==> src/rtl/div_pkg.sv <==
// Shared types and helpers for the restoring sequential divider.
// The state encoding is one-hot so that each state drives exactly one flop.
package div_pkg;

    typedef enum logic [3:0] {
        IDLE  = 4'b0001,
        SHIFT = 4'b0010,
        SUB   = 4'b0100,
        DONE  = 4'b1000
    } div_state_t;

    // Width of an iteration counter that must be able to hold the value n.
    function automatic int cnt_width(input int n);
        return $clog2(n + 1);
    endfunction

endpackage

==> src/rtl/sequential_divider.sv <==
// Restoring shift-subtract unsigned divider: N-bit dividend / N-bit divisor.
// Each iteration takes one SHIFT cycle and one SUB cycle, and produces one quotient bit.
//
// Handshake: start is accepted only on a rising clock edge where ready=1, and the
// operands are sampled on that same edge. While the divider is busy (ready=0), start
// is ignored. done pulses high for exactly one cycle. quotient, remainder and
// div_by_zero then hold their values until the next accepted start.
module sequential_divider
    import div_pkg::*;
#(
    parameter int N = 4
) (
    input  logic             clock,
    input  logic             reset,
    input  logic             start,
    input  logic [N-1:0]     dividend,
    input  logic [N-1:0]     divisor,
    output logic             ready,
    output logic             done,
    output logic [N-1:0]     quotient,
    output logic [N-1:0]     remainder,
    output logic             div_by_zero,
    output div_state_t       state_dbg
);

    localparam int CW = cnt_width(N);

    div_state_t      state, state_next;
    logic [N:0]      a;
    logic [N-1:0]    q;
    logic [N-1:0]    m;
    logic [CW-1:0]   count;
    logic            dbz;
    logic [N:0]      diff;

    assign diff = a - {1'b0, m};

    always_ff @(posedge clock or posedge reset) begin
        if (reset) begin
            state <= IDLE;
        end else begin
            state <= state_next;
        end
    end

    always_comb begin
        state_next = state;
        unique case (state)
            IDLE:    if (start) state_next = (divisor == '0) ? DONE : SHIFT;
            SHIFT:   state_next = SUB;
            SUB:     state_next = (count == CW'(1)) ? DONE : SHIFT;
            DONE:    state_next = IDLE;
            default: state_next = IDLE;
        endcase
    end

    always_ff @(posedge clock or posedge reset) begin
        if (reset) begin
            a     <= '0;
            q     <= '0;
            m     <= '0;
            count <= '0;
            dbz   <= 1'b0;
        end else begin
            unique case (state)
                IDLE: begin
                    if (start) begin
                        a     <= '0;
                        q     <= dividend;
                        m     <= divisor;
                        count <= CW'(N);
                        dbz   <= (divisor == '0);
                    end
                end
                SHIFT: begin
                    {a, q} <= {a, q} << 1;
                end
                SUB: begin
                    // A negative trial difference leaves A untouched: that is the restore step.
                    if (!diff[N]) begin
                        a    <= diff;
                        q[0] <= 1'b1;
                    end
                    count <= count - CW'(1);
                end
                default: begin
                end
            endcase
        end
    end

    // On a zero divisor no iterations run, so q still holds the dividend.
    assign quotient    = dbz ? '1 : q;
    assign remainder   = dbz ? q : a[N-1:0];
    assign div_by_zero = dbz;
    assign ready       = (state == IDLE);
    assign done        = (state == DONE);
    assign state_dbg   = state;

endmodule
==> config.mk <==
export PLATFORM = sky130hd
export DESIGN_NAME = sequential_divider
export DESIGN_NICKNAME = d
export VERILOG_FILES = /design/src/rtl/div_pkg.sv /design/src/rtl/sequential_divider.sv
export SDC_FILE = /design/constraint.sdc
export NUM_CORES = 1
export LEC_CHECK = 0
export ABC_AREA = 1
export BUFFER_PORTS_ARGS = -buffer_cell sky130_fd_sc_hd__buf_4
export CORE_MARGIN = 10
export CORE_UTILIZATION = 40
export DETAILED_ROUTE_END_ITERATION = 6
export PLACE_DENSITY = 0.7
export SKIP_CTS_REPAIR_TIMING = 1
export SYNTH_ARGS = -nofsm -noshare
export SYNTH_HDL_FRONTEND = slang
export SYNTH_SLANG_ARGS = --single-unit
==> constraint.sdc <==
create_clock -name clock -period 3.4 [get_ports clock]
set_input_delay 0.34 -clock clock [delete_from_list [all_inputs] [get_ports clock]]
set_output_delay 0.34 -clock clock [all_outputs]
set_load 0.05 [all_outputs]
==> flow_summary.json <==
{
  "status": "completed",
  "worstSetupPathType": "reg -> reg",
  "utilization_pct": 49.2,
  "clock_sinks": 21,
  "routed_wl_um": 2740,
  "drtAntennaViolNets": 0,
  "drc_errors": 0,
  "ys_seq_elements": 21,
  "via_per_inst": 4.95,
  "place_area_um2": 1440,
  "required_ps": 3600,
  "worstSetupStartpointType": "register",
  "die_area_um2": 5670,
  "grt_setup_unrepaired": "false",
  "path_cells": "inv_1, ha_1, inv_1, fa_1, nand3_1, nand3_1, nand2_1, nand3_2, nand2_4, inv_2, nand2_1, nand2_1",
  "synth_ff_type": "dfrtp_1",
  "synthTopCellsByCount": "nand2_1 (40), inv_1 (23), dfrtp_1 (20)",
  "wire_per_inst_um": 12.9,
  "clkTransAtPathRegs_ps": 120,
  "synth_top_family_by_area": "simple AND/OR/NAND/NOR gates",
  "chipWidth_um": 75.3,
  "synth_top_area_share_pct": 40.9,
  "min_period_ps": 1780,
  "synth_most_common_cell": "nand2_1",
  "vias": 1049,
  "crit_path_frequent_cell": "nand2_1",
  "fmax_mhz": 561,
  "slowest_stage": "dfrtp_1",
  "drive_gt1_share_pct": 23.5,
  "fin_nets": 198,
  "total_power_mw": 1.28,
  "min_period_over_period_pct": 52.5,
  "slowest_delay_ps": 400,
  "yosysTopAreaCell": "dfrtp_1",
  "yosys.area_share.simple_pct": 26.3,
  "synth_fp_nets": 170,
  "htree_levels": 1,
  "cts_tree": "built",
  "worst_pin_slew_ps": 791,
  "synth_compound_area_share_pct": 12.4,
  "synthAdderAreaFrac_pct": 7.77,
  "relSlewSlack_pct": 47.2,
  "endpoint_kind": "register",
  "grt_overflow": 0,
  "diodes": 0,
  "grt_use_total_pct": 10.5,
  "rows": 20,
  "postLayoutCellArea_um2": 1470,
  "powerDensity_nw_per_um2": 871,
  "dr.pass1.iters": 4,
  "syn_area_um2": 1220,
  "clk_path_buf_depth": 2,
  "hold_class": "in -> async",
  "clkLatencyLatePin_ps": 300,
  "yosys_warnings": 0,
  "synthCells": 152,
  "start_util_pct": 41.1,
  "synth_area_leaders": "dfrtp_1 (41%), nand2_1 (12%), inv_1 (7.1%)",
  "fin_skew_ps": 3.98,
  "routabilityCongestion": 0.777,
  "tns_ps": 0,
  "max_cap_viol_count": 0,
  "hpwl_um": 2170,
  "hold_viol": 0,
  "irDropWorstVdd_v": 0.000329,
  "synth.mux.area_fraction_pct": 0,
  "power.leakage_nw": 0.781,
  "clock-root-buffer": "clkbuf_4",
  "synth_xor_area_share_pct": 0.716,
  "synth_area_per_cell_um2": 8.05,
  "synth-async-reset-ratio_pct": 100,
  "portBuffers": 25,
  "crit_arrival_ps": 1980,
  "grt_start_max_net_pins": 22,
  "ios": 26,
  "drt_iter0_drc": 43,
  "grt_pass1_wl_um": 4700,
  "grt_pass1_vias": 1102,
  "drv_slew": 0,
  "crit_fanout": 9,
  "synth.distinct_cells": 29,
  "cts_made_buffers": 3,
  "die_h_um": 75.3,
  "syn2layout_area_growth_pct": 19.8,
  "antenna_found_initial": 0,
  "coreArea_um2": 2980,
  "yosysSeqAreaShare_pct": 43.0,
  "setup_viol": 0,
  "synth_edf_count": 0
}
[cells in the final DEF, fill, tap and decap left out, types with 2 or more instances in the layout]
cell and count:
nor2_1 5, o21ai_1 7, nand2_1 40, o221ai_1 3, a21oi_1 6, o21ai_0 7, inv_1 23, nand3_1 10
dfrtp_1 20, ha_1 6, buf_4 25, o22ai_1 2, nand2_2 2, inv_2 4, a31oi_1 2, clkbuf_4 3
[report_power, final]
part	total, mW	switching [mW]	internal [mW]
clock	0.120	0.0742	0.0456
sequential	0.380	0.0473	0.332
combinational	0.778	0.539	0.238
[path summary, 6_finish.rpt]
path                                        from          endpoint  slack, ps  depth (start not counted)
worst max-delay path            a[0]$_DFFE_PP0P_  a[0]$_DFFE_PP0P_       1620                         12
worst min-delay path                       reset  a[4]$_DFFE_PP0P_        180                          2
worst max register to register  a[0]$_DFFE_PP0P_  a[0]$_DFFE_PP0P_       1620                         12
worst min register to register  a[0]$_DFFE_PP0P_  a[0]$_DFFE_PP0P_        520                          2
max in group asynchronous                  reset  m[1]$_DFFE_PP0P_       2730                          2
min in group clock                    divisor[2]  m[2]$_DFFE_PP0P_        250                          3
[kinds of logic (layout without fill, tap and decap cells)]
logic type / count (synthesis) / after routing
flip-flops: 21 / 21
buffers and inverters: 30 / 57
AO/OA/AOI/OAI: 27 / 27
adder cells (fa/ha/maj): 7 / 7
AND/OR/NAND/NOR: 66 / 66
XOR/XNOR: 1 / 1
[stage by stage]
stage | setup WS [ps] | cells | hold WS (ps)
final | 1620 | 212 | 180
after floorplan | 1030 | 152 | 316
after CTS | 1610 | 212 | 204
after detailed placement | 1640 | 208 | 491
after global placement | 1700 | 208 | 463
after global routing | 1420 | 212 | 230
[per-layer routing]
| layer | routed length (µm) | track usage, % | share of wire (%) | up-vias |
|---|---|---|---|---|
| met2 | 1340 | 18.8 | 49 | 19 |
| met1 | 1230 | 11.5 | 45 | 477 |
| met3 | 120 | 2.34 | 4.4 | 4 |
| met5 | 0 | 0 | 0 | - |
| met4 | 45 | 4.54 | 1.6 | 0 |
| li1 | - | - | - | 549 |
[registers in the layout (all words and copies together), names as in the netlist]
signal       cells
state_dbg        4
a                5
m                4
div_by_zero      1
q                4
count            3
[final cells by class]
cell class	instances	area, µm²
clock buffers	4	26.3
multi-input cells	101	577
flip-flops and latches	21	527
inverters	28	108
fillers	287	1510
repair buffers	25	188
well taps	33	41.3
[critical path, delay by kind of cell (launching register included)]
| kind | cells | cell delay, ps |
|---|---|---|
| and+or+nand+nor | 7 | 550 |
| buffers and inverters | 3 | 200 |
| adders and majority gates | 2 | 530 |
| DFF | 1 | 400 |
Power figures use the tool's default switching activity.
